`src/rtl/seq_det_pkg.sv`:
```
// Shared definitions for the parametrised serial pattern detector.
//   SEQ_1011   - default pattern, MSB is the first bit received
//   OVL_ON/OFF - OVERLAP parameter values
//   fill_width - width of the accepted-bit counter that saturates at pat_len
package seq_det_pkg;

  localparam logic [3:0] SEQ_1011 = 4'b1011;

  localparam bit OVL_ON  = 1'b1;
  localparam bit OVL_OFF = 1'b0;

  // Enough bits to hold the values 0..pat_len inclusive.
  function automatic int unsigned fill_width(input int unsigned pat_len);
    return $clog2(pat_len + 1);
  endfunction

endpackage

```
`src/rtl/sat_counter.sv`:
```
// Saturating up-counter with synchronous clear.
//   clk_i   - rising-edge clock
//   rst_ni  - asynchronous active-low reset, count goes to 0
//   inc_i   - add one unless already at the all-ones maximum
//   clr_i   - synchronous clear; wins over a same-cycle inc_i
//   count_o - current count
module sat_counter #(
  parameter int unsigned CNT_W = 8
) (
  input  logic             clk_i,
  input  logic             rst_ni,
  input  logic             inc_i,
  input  logic             clr_i,
  output logic [CNT_W-1:0] count_o
);

  logic [CNT_W-1:0] count_q, count_d;

  always_comb begin
    count_d = count_q;
    if (clr_i) begin
      count_d = '0;
    end else if (inc_i && (count_q != {CNT_W{1'b1}})) begin
      count_d = count_q + CNT_W'(1);
    end
  end

  always_ff @(posedge clk_i or negedge rst_ni) begin
    if (!rst_ni) begin
      count_q <= '0;
    end else begin
      count_q <= count_d;
    end
  end

  assign count_o = count_q;

endmodule

```
`src/rtl/seq_det_moore_param.sv`:
```
// Parametrised Moore serial pattern detector with runtime-loadable pattern.
//   clock        - rising-edge clock
//   reset_n      - asynchronous active-low reset
//   sequence_in  - serial data bit, sampled only when in_valid is 1
//   in_valid     - qualifies sequence_in
//   pattern_load - load pattern_in, flush history; wins over in_valid
//   pattern_in   - new pattern, MSB is the first bit received
//   count_clr    - synchronous clear of detect_count, wins over a same-cycle hit
//   detector_out - registered match flag, high the cycle after the final bit
//   detect_count - saturating number of matches
module seq_det_moore_param
  import seq_det_pkg::*;
#(
  parameter int unsigned        PAT_LEN = 4,
  parameter logic [PAT_LEN-1:0] PATTERN = PAT_LEN'(SEQ_1011),
  parameter bit                 OVERLAP = OVL_ON,
  parameter int unsigned        CNT_W   = 8
) (
  input  logic               clock,
  input  logic               reset_n,
  input  logic               sequence_in,
  input  logic               in_valid,
  input  logic               pattern_load,
  input  logic [PAT_LEN-1:0] pattern_in,
  input  logic               count_clr,
  output logic               detector_out,
  output logic [CNT_W-1:0]   detect_count
);

  localparam int unsigned       FillW   = fill_width(PAT_LEN);
  localparam logic [FillW-1:0] FillMax = FillW'(PAT_LEN);

  logic [PAT_LEN-1:0] hist_q, hist_d;
  logic [PAT_LEN-1:0] pat_q, pat_d;
  logic [PAT_LEN-1:0] nhist;
  logic [FillW-1:0]   fill_q, fill_d;
  logic [FillW-1:0]   nfill;
  logic               detected_q, detected_d;
  logic               hit;

  always_comb begin
    nhist      = {hist_q[PAT_LEN-2:0], sequence_in};
    nfill      = (fill_q == FillMax) ? fill_q : fill_q + FillW'(1);
    hit        = 1'b0;
    hist_d     = hist_q;
    fill_d     = fill_q;
    pat_d      = pat_q;
    detected_d = detected_q;

    if (pattern_load) begin
      // Same-cycle sample is dropped; the new pattern starts from an empty history.
      pat_d      = pattern_in;
      hist_d     = '0;
      fill_d     = '0;
      detected_d = 1'b0;
    end else if (in_valid) begin
      // The fill gate stops zero-initialised history from matching an all-zero pattern.
      hit        = (nfill == FillMax) && (nhist == pat_q);
      hist_d     = nhist;
      detected_d = hit;
      fill_d     = (hit && (OVERLAP == OVL_OFF)) ? '0 : nfill;
    end
  end

  always_ff @(posedge clock or negedge reset_n) begin
    if (!reset_n) begin
      hist_q     <= '0;
      fill_q     <= '0;
      pat_q      <= PATTERN;
      detected_q <= 1'b0;
    end else begin
      hist_q     <= hist_d;
      fill_q     <= fill_d;
      pat_q      <= pat_d;
      detected_q <= detected_d;
    end
  end

  sat_counter #(
    .CNT_W (CNT_W)
  ) u_count (
    .clk_i   (clock),
    .rst_ni  (reset_n),
    .inc_i   (hit),
    .clr_i   (count_clr),
    .count_o (detect_count)
  );

  assign detector_out = detected_q;

endmodule
```
`config.mk`:
```
export PLATFORM = sky130hd
export DESIGN_NAME = seq_det_moore_param
export DESIGN_NICKNAME = d
export VERILOG_FILES = /design/src/rtl/seq_det_pkg.sv /design/src/rtl/sat_counter.sv /design/src/rtl/seq_det_moore_param.sv
export SDC_FILE = /design/constraint.sdc
export NUM_CORES = 1
export LEC_CHECK = 0
export CAP_MARGIN = 20
export CELL_PAD_IN_SITES_DETAIL_PLACEMENT = 0
export CELL_PAD_IN_SITES_GLOBAL_PLACEMENT = 1
export CORE_UTILIZATION = 39
export DETAILED_ROUTE_END_ITERATION = 10
export MAX_ROUTING_LAYER = met4
export PLACE_DENSITY_LB_ADDON = 0.05
export SYNTH_ARGS = -nofsm -noshare
export SYNTH_HDL_FRONTEND = slang
export SYNTH_SLANG_ARGS = --single-unit
export TNS_END_PERCENT = 100
```
`constraint.sdc`:
```
create_clock -name clock -period 2.8 [get_ports clock]
set_clock_uncertainty 0.1 [all_clocks]
set_input_delay 0.28 -clock clock [delete_from_list [all_inputs] [get_ports clock]]
set_output_delay 0.28 -clock clock [all_outputs]
set_load 0.01 [all_outputs]
```
Word level (Yosys, flattened, before mapping)
Index checks and enable logic that the tools add are counted.
{"block": "word_totals", "elab_cells": 26, "out_inout_bits": 9, "regBits": 19, "in_bits": 10}
{"block": "op_classes", "n_addsub": 2, "n_reduce_logical": 4, "n_mux": 11, "n_eq_ne": 4}
{"op": "$mux 8", "count": 2}
{"op": "$mux 3", "count": 5}
{"op": "$add 8x1->8 const B", "count": 1}
{"op": "$ne 8x8->1 const B", "count": 1}
{"op": "$eq 3x3->1 const B", "count": 2}
{"op": "$eq 4x4->1", "count": 1}
{"op": "$mux 1", "count": 4}
{"op": "$reduce_bool 2->1", "count": 2}
{"op": "$add 3x1->3 const B", "count": 1}
{"op": "$logic_and 1x1->1", "count": 2}

Longest topological paths before layout
Gate-level depths: netlist of run 1.
{"block": "logic_depth", "depth_word": 9, "mapped_depth": 8, "mapped_depth_nobuf": 7}

Modules after synthesis
From an unflattened synthesis of run 1, not the netlist that was laid out.
{"block": "hier_totals", "cells_unflattened": 99, "hier_area_um2": 1033.5}
{"mod": "seq_det_moore_param", "seq_area_each_um2": 279.0, "n_inst": 1, "cells_each": 50, "area_per_inst_um2": 569.3}
{"mod": "sat_counter", "seq_area_each_um2": 200.2, "n_inst": 1, "cells_each": 49, "area_per_inst_um2": 464.2}

Worst setup path before layout of run 1
No wires, ideal clock.
{"block": "synth_timing", "path_type": "register to register", "start": "register fill_q[0]", "end": "register u_count.count_q[2], in the netlist u_count.count_o[2]", "setup_time_ns": 0.078, "path_stages_with_launch": 9, "arrival_ns": 1.836, "path_slack_ns": 0.786, "path_buffers": 1, "period_less_slack_ns": 2.014, "required_ns": 2.622, "path_cell_list": "dfrtp_1 inv_1 ha_1 and3b_1 nor4b_4 o2111ai_2 buf_6 or3_1 a21oi_1"}
{"block": "synth_via", "elab_chain_cells": 8, "word_cells_on_any_way": 9, "classes_between": "add/sub (1); eq/ne (2); mux (3); reduce/logical (3)"}
{"element": "start, declared", "line_no": "seq_det_moore_param.sv:36", "rtl": "logic [FillW-1:0] fill_q, fill_d;"}
{"element": "start signal, assigned", "line_no": "seq_det_moore_param.sv:73", "rtl": "fill_q <= fill_d;"}
{"element": "$add 3x1->3 or $eq 3x3->1 (tied branches)", "line_no": "seq_det_moore_param.sv:43", "rtl": "nfill = (fill_q == FillMax) ? fill_q : fill_q + FillW'(1);"}
{"element": "$mux 3 (*)", "line_no": "seq_det_moore_param.sv:43"}
{"element": "$eq 3x3->1 (*)", "line_no": "seq_det_moore_param.sv:58", "rtl": "hit = (nfill == FillMax) && (nhist == pat_q);"}
{"element": "$logic_and 1x1->1 (*)", "line_no": "seq_det_moore_param.sv:58"}
{"element": "$mux 1 (*)", "line_no": "seq_det_moore_param.sv:56", "rtl": "end else if (in_valid) begin"}
{"element": "$mux 1 (*)", "line_no": "seq_det_moore_param.sv:50", "rtl": "if (pattern_load) begin"}
{"element": "$logic_and 1x1->1 (*)", "line_no": "sat_counter.sv:23", "rtl": "end else if (inc_i && (count_q != {CNT_W{1'b1}})) begin"}
{"element": "$reduce_bool 2->1 (no source line) (*)"}
{"element": "end signal, assigned", "line_no": "sat_counter.sv:32", "rtl": "count_q <= count_d;"}
{"element": "end, declared", "line_no": "sat_counter.sv:17", "rtl": "logic [CNT_W-1:0] count_q, count_d;"}
Every way passes the cells marked *; elsewhere a longest branch is shown, timed or not.
A chain may end at the register's enable or synchronous reset.

Worst setup path after layout of run 1
{"block": "layout_timing", "start": "register fill_q[0]", "end": "register u_count.count_q[7], in the netlist u_count.count_o[7]"}
Same word-level chain as after synthesis.

==> flow_metrics.env, run 1 <==
export IMPL_diodes=0
export IMPL_initial_utilization=0.432
export IMPL_ys_ff_latch=19
export IMPL_final_period_utilization=0.830
export IMPL_cp_num_buf_inv=1
export IMPL_ys_types=27
export IMPL_hold_buffers=0
export IMPL_viasPerCell=5.09
export IMPL_power_density_nw_per_um2=413
export IMPL_tns_ns=0
export IMPL_io_buffers=18
export IMPL_relSlewSlack=0.428
export IMPL_rsz0062_at_grt="false"
export IMPL_grt_max_degree=20
export IMPL_final_hold_viol_count=0
export IMPL_max_slew_worst_pin_slew_ns=0.855
export IMPL_ant_nets=0
export IMPL_dieArea_sq_um=2750
export IMPL_synth_largest_area_cell="dfrtp_1"
export IMPL_critPathCaptureType="flip-flop"
export IMPL_grt_usage=0.164
export IMPL_cp_max_fo=13
export IMPL_drive_gt1_frac=0.168
export IMPL_grt_pass1_vias=743
export IMPL_cts_root_buf="clkbuf_4"
export IMPL_path_cells="inv_1, ha_1, and3b_1, nor4b_4, o2111ai_2, or4_1, a21oi_1"
export IMPL_power_leakage_uw=0.000529
export IMPL_vias=717
export IMPL_critPathTopFamily="simple AND/OR/NAND/NOR gates"
export IMPL_synthTopCellsByArea="dfrtp_1 40%, dfstp_2 7.9%, mux2_2 5.7%"
export IMPL_fin_nets=127
export IMPL_fp_dieH_um=52.4
export IMPL_status="complete, no violations"
export IMPL_cts_max_level=1
export IMPL_maxCapViolations=0
export IMPL_period_needed_ns=2.32
export IMPL_ys_seq_area_frac=0.483
export IMPL_cts_clk_slew_worst_paths_ns=0.11
export IMPL_io_pins=19
export IMPL_cp_slowest_cell="or4_1"
export IMPL_finalSetupViolCount=0
export IMPL_cp_arrival_ns=2.45
export IMPL_netlist_area_sq_um=992
export IMPL_cp_required_ns=2.93
export IMPL_synth_top_cell_area_share=0.404
export IMPL_ys_warn_count=0
export IMPL_path_class="flip-flop to flip-flop"
export IMPL_cts_sinks=19
export IMPL_drv_slew=0
export IMPL_syn_num_nets=106
export IMPL_wl_per_cell_um=13.0
export IMPL_placementRows=17
export IMPL_min_path_type="input pin to async pin"
export IMPL_grt_overflow=0
export IMPL_max_stage_delay_ns=0.49
export IMPL_cp_start_kind="flip-flop"
export IMPL_fmax_mhz=431
export IMPL_synth_area_per_cell_sq_um=10.7
export IMPL_synth_cells=93
export IMPL_post_cts_setup_buffers=0
export IMPL_vdd_ir_drop_max_mv=0.351
export IMPL_synthToLayoutAreaGrowth_pct=23.6
export IMPL_routed_wl_um=1840
export IMPL_clock_path_buffers=2
export IMPL_clk_latency_ns=0.30
export IMPL_first_pass_iters=3
export IMPL_die_w_um=52.4
export IMPL_drcViolationCount=0
export IMPL_antenna_found_initial=0
export IMPL_post_cts_resized=0
export IMPL_design_core_area_sq_um=2300
export IMPL_dpl_hpwl_um=1310
export IMPL_pre_cts_slack_ns=0.493
export IMPL_cts_made_buffers=3
export IMPL_fin_ws_ns=0.477
export IMPL_cts_tree="built"
export IMPL_grt_pass1_wl_um=3120
export IMPL_gp_congestion=0.751
export IMPL_initialDrtViolationCount=6
[cell families after synthesis]
kind of cell             count (synthesis)  synth area share
AND/OR/NAND/NOR                         34             0.202
flip-flops                              19             0.483
AO/OA/AOI/OAI                           15            0.0920
multiplexers                             9            0.0971
buffers and inverters                    7            0.0353
XOR/XNOR                                 6            0.0530
adder cells (fa/ha/maj)                  3            0.0378
[layout make-up]
type	count	area (sq um)
fill	222	1070
sequential	19	479
multi-input combinational	67	478
timing repair buffer	20	195
tap	28	35.0
clock buffer	3	22.5
inverter	3	11.3
clock inverter	1	5.00
[layer usage]
layer | global-route usage | up-vias | wire length [um]
met2 | 0.268 | 15 | 825
met4 | 0.0395 | 0 | 14
met5 | - | - | 0
li1 | - | 364 | -
met1 | 0.192 | 336 | 921
met3 | 0.0609 | 2 | 75
[flip-flops by register name, indices dropped and copies added (netlist names)]
name             flops
u_count.count_o      8
pat_q                4
fill_q               3
hist_q               3
detector_out         1
[cell usage after synthesis, drive strengths merged]
cell     number
xor2          5
dfrtp        16
nor2b         1
a21oi         7
or2           1
xnor2         1
or4           1
nand2         8
nor2          9
mux2          5
and3          1
buf           4
o2111ai       1
o21ai         5
dfstp         3
nand3         5
inv           3
and3b         1
nor4b         1
or3           5
a21o          1
ha            3
mux2i         4
o31ai         1
nor4          1
[worst paths after layout]
kind	startpoint	to	slack [ns]	depth (start not counted)
worst max-delay path	fill_q[0]	u_count.count_o[7]	0.48	7
worst max register to register	fill_q[0]	u_count.count_o[7]	0.48	7
worst min-delay path	reset_n	u_count.count_o[7]	0.35	1
min in group clock	detector_out	detector_out	0.40	2
worst min register to register	detector_out	detector_out	0.40	2
max in group asynchronous	reset_n	u_count.count_o[4]	1.72	1
[cells in the final DEF (no fill, tap or decap)]
cell / Yosys / final
or3_1: 5 / 5
xnor2_1: 1 / 1
nand3_1: 5 / 5
dfstp_2: 3 / 3
clkinv_2: 0 / 1
mux2_2: 5 / 5
and3b_1: 1 / 1
and3_1: 1 / 1
nor4b_4: 1 / 1
o2111ai_2: 1 / 1
buf_4: 0 / 2
a21oi_1: 7 / 7
ha_1: 3 / 3
xor2_1: 5 / 5
or4_1: 1 / 1
clkbuf_4: 0 / 3
dfrtp_1: 16 / 16
nor2_1: 9 / 9
nor2b_1: 1 / 1
a21o_2: 1 / 1
nand2_1: 8 / 8
o21ai_0: 5 / 5
o31ai_1: 1 / 1
mux2i_1: 4 / 4
inv_1: 3 / 3
or2_2: 1 / 1
clkdlybuf4s50_1: 0 / 18
nor4_4: 1 / 1
[power by group]
part | total, uW | switching, uW | internal (uW) | leakage (uW)
sequential | 296 | 8.03 | 288 | 0.000250
clock | 141 | 87.7 | 53.2 | 0.0000177
combinational | 69.3 | 34.0 | 35.3 | 0.000261
[stage by stage]
stage	cell area, sq um	hold slack, ns	std cells	util	total power, uW
finish	1230	0.354	141	0.534	506
global route	1230	0.427	141	0.534	536
CTS	1230	0.389	141	0.534	518
detailed placement	1200	0.383	137	0.522	372
global placement	1200	0.353	137	0.522	371
floorplan	992	-0.116	93	-	343
(Power assumes the default switching activity.)
==> run 2, diff against run 1 <==
==> constraint.sdc (replaced) <==
create_clock -name clock -period 2.3 [get_ports clock]
set_clock_uncertainty 0.1 [all_clocks]
set_input_delay 0.23 -clock clock [delete_from_list [all_inputs] [get_ports clock]]
set_output_delay 0.23 -clock clock [all_outputs]
set_load 0.01 [all_outputs]
==> run 2 against run 1 <==
Effect of this change:
- final cell count increased by 2.8%
- via count increased by 7.8%
- worst hold slack got worse by 0.20 ns
- critical path type unchanged
- critical endpoint unchanged
- largest cell class is now multi-input gates
- largest power group unchanged
==> flow_metrics.env, run 2 (synthesis results as in run 1) <==
export IMPL_status="complete, no violations"
export IMPL_final_hold_viol_count=0
export IMPL_clk_latency_ns=0.29
export IMPL_ant_nets=0
export IMPL_diodes=0
export IMPL_relSlewSlack=0.762
export IMPL_min_path_type="input pin to async pin"
export IMPL_routed_wl_um=1930
export IMPL_cp_start_kind="flip-flop"
export IMPL_initialDrtViolationCount=9
export IMPL_cts_sinks=19
export IMPL_cts_tree="built"
export IMPL_largest_reg_flops=8
export IMPL_dieArea_sq_um=2750
export IMPL_cts_made_buffers=3
export IMPL_cts_max_level=1
export IMPL_power_density_nw_per_um2=479
export IMPL_fmax_mhz=459
export IMPL_fill_cells=218
export IMPL_rsz0062_at_grt="true"
export IMPL_drcViolationCount=0
export IMPL_max_stage_delay_ns=0.45
export IMPL_fin_nets=131
export IMPL_postLayoutCoreUtil=0.562
export IMPL_grt_pass1_vias=732
export IMPL_maxCapViolations=0
export IMPL_dpl_hpwl_um=1440
export IMPL_cp_max_fo=6
export IMPL_design_core_area_sq_um=2300
export IMPL_cp_num_buf_inv=1
export IMPL_gp_congestion=0.780
export IMPL_cp_slowest_cell="or4_4"
export IMPL_initial_utilization=0.432
export IMPL_final_cell_mix="18 x clkdlybuf4s50_1, 16 x dfrtp_1, 9 x nor2_1"
export IMPL_ff2ff_path_depth=7
export IMPL_clock_path_buffers=2
export IMPL_cts_root_buf="clkbuf_4"
export IMPL_path_cells="inv_1, ha_1, and3b_1, nor4b_4, o2111ai_4, or4_4, a21oi_2"
export IMPL_io_pins=19
export IMPL_critPathTopFamily="simple AND/OR/NAND/NOR gates"
export IMPL_fp_dieH_um=52.4
export IMPL_drv_slew=0
export IMPL_grt_overflow=0
export IMPL_critPathCaptureType="flip-flop"
export IMPL_period_needed_ns=2.18
export IMPL_placementRows=17
export IMPL_grt_pass1_wl_um=3220
export IMPL_vdd_ir_drop_max_mv=0.465
export IMPL_io_buffers=18
export IMPL_cp_arrival_ns=2.31
export IMPL_first_pass_iters=4
export IMPL_drive_gt1_frac=0.231
export IMPL_antenna_found_initial=0
export IMPL_final_common_cell="clkdlybuf4s50_1"
export IMPL_max_slew_worst_pin_slew_ns=0.356
export IMPL_cp_required_ns=2.43
export IMPL_cp_depth=7
export IMPL_grt_usage=0.168
export IMPL_final_period_utilization=0.948
export IMPL_path_class="flip-flop to flip-flop"
export IMPL_power_leakage_uw=0.000546
export IMPL_wl_per_cell_um=13.3
export IMPL_cts_clk_slew_worst_paths_ns=0.11
export IMPL_finalSetupViolCount=0
export IMPL_synthToLayoutAreaGrowth_pct=30.1
export IMPL_vias=773
export IMPL_tns_ns=0
export IMPL_die_w_um=52.4
export IMPL_grt_max_degree=20
export IMPL_viasPerCell=5.33
-- run 2: cell count changes in the layout (fill, tap and decap cells not counted), sizes merged --
cell     previous run  this run
buf                 2         5
o2111ai             1         2
-- run 2: final cells by class --
cell class              count  area, sq um  area share
clock buffers               3         22.5      0.0174
clock inverters             1         5.00     0.00388
well taps                  28         35.0      0.0271
multi-input cells          68          520       0.403
flip-flops and latches     19          479       0.371
repair buffers             23          218       0.169
inverters                   3         11.3     0.00872
-- run 2: worst paths after layout --
kind,from,end,slack [ns]
hold reg to reg,detector_out,detector_out,0.40
max in group asynchronous,reset_n,pat_q[1],1.67
setup / recovery,fill_q[0],u_count.count_o[7],0.12
setup reg to reg,fill_q[0],u_count.count_o[7],0.12
hold / removal,reset_n,u_count.count_o[7],0.16
min in group clock,detector_out,detector_out,0.40
-- run 2: metrics by stage --
step	power, uW	worst slack, ns	cell area [sq um]	hold WS (ns)	cells
5_1_grt	653	-0.0243	1290	0.174	145
3_3_place_gp	453	0.142	1210	0.354	139
3_5_place_dp	455	0.0759	1210	0.375	139
4_1_cts	627	0.0505	1240	0.157	143
6_report	618	0.120	1290	0.158	145
2_1_floorplan	418	0.286	992	-0.166	93
-- run 2: repair_timing --
action / in CTS / in global routing
endpoints found under the setup margin: 0 / 5
hold buffers: 0 / 0
setup buffers: 0 / 1
gates resized for setup: 0 / 5
-- run 2: report_power, final --
part	internal, uW	leakage [uW]	switching (uW)
registers	351	0.000250	9.91
clock network	64.7	0.0000177	103
logic	44.6	0.000278	45.4
total	460	0.000546	158
-- run 2: layer usage --
metal,global-route usage,vias to the layer above,wire (um),part of all wire
met4,0.0658,0,18,0.0093
met2,0.268,14,947,0.49
li1,-,377,-,-
met5,-,-,0,0
met1,0.209,380,883,0.46
met3,0.0348,2,77,0.040
==> patch 1, RTL diff (settings of run 2) <==
`CNT_W` is set to 8 in 2 places; all go to 9.
--- a/src/rtl/sat_counter.sv
+++ b/src/rtl/sat_counter.sv
@@ -5,7 +5,7 @@
 //   clr_i   - synchronous clear; wins over a same-cycle inc_i
 //   count_o - current count
 module sat_counter #(
-  parameter int unsigned CNT_W = 8
+  parameter int unsigned CNT_W = 9
 ) (
   input  logic             clk_i,
   input  logic             rst_ni,
--- a/src/rtl/seq_det_moore_param.sv
+++ b/src/rtl/seq_det_moore_param.sv
@@ -14,7 +14,7 @@
   parameter int unsigned        PAT_LEN = 4,
   parameter logic [PAT_LEN-1:0] PATTERN = PAT_LEN'(SEQ_1011),
   parameter bit                 OVERLAP = OVL_ON,
-  parameter int unsigned        CNT_W   = 8
+  parameter int unsigned        CNT_W   = 9
 ) (
   input  logic               clock,
   input  logic               reset_n,
Ports: changed (resized detect_count); port bits go from 19 to 20. No check against the original RTL was run, so the function may have changed too.
==> patch 1 against run 2 <==
- setup slack worse by 0.0035 ns
- area after synthesis up 5.8%
- wire length up 6.1%
- clock power up 2%
- largest power group unchanged
- sequential power up 5%
- count of clock-buffer cells in the layout up 1
- total power up 4.1%
- global-route usage up 0.62 points
- cell area up 5.0%
- sequential cell count up 1
==> patch 1: results (changes against run 2) <==
CP Launch Point=u_count.count_o[0] (was fill_q[0]); largest net degree at the start of global routing=21 (was 20); slowest CP cell=dfrtp_1 (was or4_4); worst-case clock buffer depth=2 (unchanged); Via density=5.032 (was 5.331); ratio of cells with drive above 1 in the final layout=0.1875 (was 0.2308); number of global-route vias before repair=743 (was 732); Reg2Reg Depth=8 (was 7); max reg flops=9 (was 8); Synth top cells by count=17 x dfrtp_1, 13 x nor2_1, 7 x a21oi_1 (was 16 x dfrtp_1, 9 x nor2_1, 8 x nand2_1); slowest stage delay, CP=0.43 ns (was 0.45 ns); Placed Area=0.001318 sq mm (was 0.001214 sq mm); delay-heaviest family, CP=simple AND/OR/NAND/NOR gates (unchanged); GRT Overall Usage=0.1745 (was 0.1683); fillers=219 (was 218); Slew headroom=0.7558 (was 0.7616); placed cells=153 (was 139); final wirelength=2044 microns (was 1926 microns); Critical Path AT=2.31 ns (about the same); Synth Instances=100 (was 93); first-pass GRT wire length=3408 microns (was 3222 microns); RD Place Congestion=0.7342 (was 0.7798); Initial DRC Count=8 (was 9); syn nets=114 (was 106); post-synthesis sequential area ratio=0.4803 (was 0.4830); Inserted Clock Buffers=3 (unchanged); # port buffers=19 (was 18); Nets=143 (was 131); Peak VDD IR=0.3056 mV (was 0.4653 mV); Synth area leaders=dfrtp_1 41%, dfstp_2 7.5%, mux2_2 5.4%, ha_1 4.8%, mux2i_1 4.8% (was dfrtp_1 40%, dfstp_2 7.9%, mux2_2 5.7%, xor2_1 4.4%, mux2i_1 4.0%); drt first pass iters=4 (unchanged); worst r2r dst=u_count.count_o[6] (was u_count.count_o[7]); Post-DP HPWL=1487 microns (was 1435 microns); cell leakage power=0.6076 nW (was 0.5459 nW); CP Max Fanout=7 (was 6); fin cells=158 (was 145); final hold slack=0.1575 ns (was 0.1584 ns); status=finished, final reports clean (unchanged)
patch 1: cell count changes in the layout (fill, tap and decap cells not counted), moves of 2 or more:
cell	change
nor2_1	+4
buf_4	+3
a21oi_1	+2
a21oi_2	-2
nand2_1	-2
nand4_1	+2
patch 1: layout make-up:
cell class              instances  area (sq um)  area share
clock buffers                   4         26.28     0.01937
inverters                       4         15.01     0.01107
multi-input cells              73         523.0      0.3856
flip-flops and latches         20         504.2      0.3718
well taps                      30         37.54     0.02768
repair buffers                 27         250.2      0.1845
patch 1: layer usage:
metal / share of wire / routed length [microns] / GRT usage / vias up
met3: 0.025 / 52 / 0.02542 / 2
li1: - / - / - / 403
met4: 0.0073 / 15 / 0.07895 / 0
met2: 0.44 / 891 / 0.2346 / 11
met5: 0 / 0 / - / -
met1: 0.53 / 1084 / 0.2549 / 379
patch 1: what timing repair did:
action                     4_1_cts  5_1_grt
resized for setup                0        1
setup endpoints to repair        0        5
buffers inserted                 0        1
patch 1: through the flow:
stage	util	setup WS [ns]
2_1_floorplan	-	0.1285
3_3_place_gp	0.5270	0.07955
3_5_place_dp	0.5270	0.08082
4_1_cts	0.5375	0.04763
5_1_grt	0.5425	0.0009821
6_report	0.5425	0.1160
patch 1: kinds of logic after synthesis:
kind of cell,after synthesis,synth area share
AO/OA/AOI/OAI,14,0.07270
XOR/XNOR,6,0.05006
adder cells (fa/ha/maj),4,0.04768
buffers and inverters,7,0.02622
flip-flops,20,0.4803
multiplexers,10,0.1013
AND/OR/NAND/NOR,39,0.2217
patch 1: worst max-delay path by stage:
stage,endpoint,cells past startpoint,slack [ns]
4_1_cts,u_count.count_o[6],8,0.05
3_5_place_dp,u_count.count_o[6],8,0.08
2_1_floorplan,u_count.count_o[6],8,0.13
6_report,u_count.count_o[6],8,0.12
3_3_place_gp,u_count.count_o[6],8,0.08
5_1_grt,u_count.count_o[6],8,0.001
patch 1: power by group:
group / switching [mW] / internal [mW] / total (mW) / leakage, nW
registers: 0.00994 / 0.368 / 0.378 / 0.264
logic: 0.0459 / 0.0475 / 0.0934 / 0.328
clock network: 0.104 / 0.0674 / 0.172 / 0.0150
==> patch 2, RTL diff (config.mk and constraints of run 2) <==
Made on the original files. Reset style: synchronous (`reset_n` and `rst_ni`), changed in 2 clocked blocks. Comments in the files are not updated.
--- a/src/rtl/sat_counter.sv
+++ b/src/rtl/sat_counter.sv
@@ -25,7 +25,7 @@
     end
   end
 
-  always_ff @(posedge clk_i or negedge rst_ni) begin
+  always_ff @(posedge clk_i) begin
     if (!rst_ni) begin
       count_q <= '0;
     end else begin
--- a/src/rtl/seq_det_moore_param.sv
+++ b/src/rtl/seq_det_moore_param.sv
@@ -62,7 +62,7 @@
     end
   end
 
-  always_ff @(posedge clock or negedge reset_n) begin
+  always_ff @(posedge clock) begin
     if (!reset_n) begin
       hist_q     <= '0;
       fill_q     <= '0;
Check against the original RTL: differs if reset_n is asserted again (counterexample within 10 cycles, from zero or initial values and one cycle with reset_n low); with reset_n held inactive, the same outputs for 10 cycles.
==> patch 2 against run 2 <==
- area after synthesis down 7.8%
- synthesized cell count grew 11%
- sequential cell count unchanged
- cell area down 6.1%
- setup slack worse by 0.0067 ns
- total power decreased by 8.3%
- via count fell by 0.13%
- wire length decreased by 8.5%
- critical path depth is 2 higher
- global-route usage shrank 0.44 points
- highest routed layer unchanged
==> patch 2: results (changes against run 2) <==
M1 GR Usage=0.2107 (was 0.2092); RD Place Congestion=0.7855 (was 0.7798); met1 WL=858 microns (was 883 microns); reg-to-reg startpoint=fill_q[0] (unchanged); worst min-delay path class=register to register (was input pin to async pin); drt wl/cell=11.15 microns (was 13.28 microns); crit path time final=2.187 ns (was 2.180 ns); Psw=132.2 uW (was 158.2 uW); Post-Synth XOR/XNOR Area=0.07661 (was 0.05296); Post-Synth Adder-Cell Area=0.04104 (was 0.03783); CTS resizes=1 (was 0); met3 GRT Util=0.05455 (was 0.03478); mux cell area share after synthesis=0.08755 (was 0.09710); Vias=772 (was 773); syn nets=116 (was 106); fin cells=158 (was 145); Hold Crit Depth=2; status=finished, final reports clean (unchanged); DP Worst Slack=0.01033 ns (was 0.07586 ns); initial antenna violation count=0 (unchanged); compound-gate portion of the synthesized area=0.09302 (was 0.09206); R2R Setup Slk=0.11 ns; Reg2Reg Depth=9 (was 7); Seq pwr share=0.600 (was 0.583); placed cells=151 (was 139); Post-synth top flop=dfxtp_1 (was dfrtp_1); Synth top cells by count=19 x dfxtp_1, 11 x nor2_1, 8 x a21oi_1, 8 x mux2i_1, 7 x nand2_1 (was 16 x dfrtp_1, 9 x nor2_1, 8 x nand2_1); Post-DP HPWL=1335 microns (was 1435 microns); number of global-route vias before repair=717 (was 732); first-pass GRT wire length=3070 microns (was 3222 microns); top layer in use=met4 (unchanged); fillers=232 (was 218); Peak VDD IR=0.4070 mV (was 0.4653 mV); CTS H-tree depth=1 (unchanged); cell leakage power=0.4548 nW (was 0.5459 nW); Unique masters post-synth=29 (was 27); largest net degree at the start of global routing=12 (was 20); Synth area leaders=dfxtp_1 42%, mux2i_1 8.8%, xnor2_1 4.8%, nor2_1 4.5%, a21oi_1 4.4% (was dfrtp_1 40%, dfstp_2 7.9%, mux2_2 5.7%, xor2_1 4.4%, mux2i_1 4.0%); drt first pass iters=2 (was 4); # port buffers=18 (unchanged); Int Pwr=434.6 uW (was 459.9 uW); M2 GR Usage=0.2400 (was 0.2679); Initial DRC Count=3 (was 9); Logic pwr share=0.107 (was 0.146); ratio of cells with drive above 1 in the final layout=0.1308 (was 0.2308); worst r2r dst=u_count.count_o[7] (unchanged); CP Max Fanout=8 (was 6); GRT Overall Usage=0.1640 (was 0.1683); Worst Tran Pin Value=0.4082 ns (was 0.3560 ns); Synth Instances=103 (was 93); routed length on met3=68 microns (was 77 microns); post-synthesis sequential area ratio=0.4159 (was 0.4830); FFs w/ async S/R, synth=0 (was 1.000); Placed Area=0.001155 sq mm (was 0.001214 sq mm); Inserted Clock Buffers=3 (unchanged); final hold slack=0.3922 ns (was 0.1584 ns); Nets=144 (was 131); met2 wire len=817 microns (was 947 microns)
patch 2: cell count changes in the layout (fill, tap and decap cells not counted), sizes merged, moves of 4 or more:
cell          run 2  this run
dfrtp            16         0
dfxtp             0        19
mux2              5         0
mux2i             4         8
xnor2             1         5
patch 2: cell type report:
| cell class | instances | area, sq um | area share |
|---|---|---|---|
| inverters | 5 | 18.77 | 0.01548 |
| well taps | 28 | 35.03 | 0.02890 |
| repair buffers | 26 | 240.2 | 0.1981 |
| multi-input cells | 76 | 508.0 | 0.4190 |
| clock buffers | 3 | 22.52 | 0.01858 |
| clock inverters | 1 | 5.005 | 0.004128 |
| flip-flops and latches | 19 | 382.9 | 0.3158 |
patch 2: critical path: stages (launching register included):
cell and delay (ns):
dfxtp_2 0.36, inv_1 0.06, ha_1 0.22, buf_4 0.16, nor3_2 0.17, a211oi_1 0.09, nor4_4 0.22, nand2_4 0.11
or4_1 0.49, a21oi_1 0.14
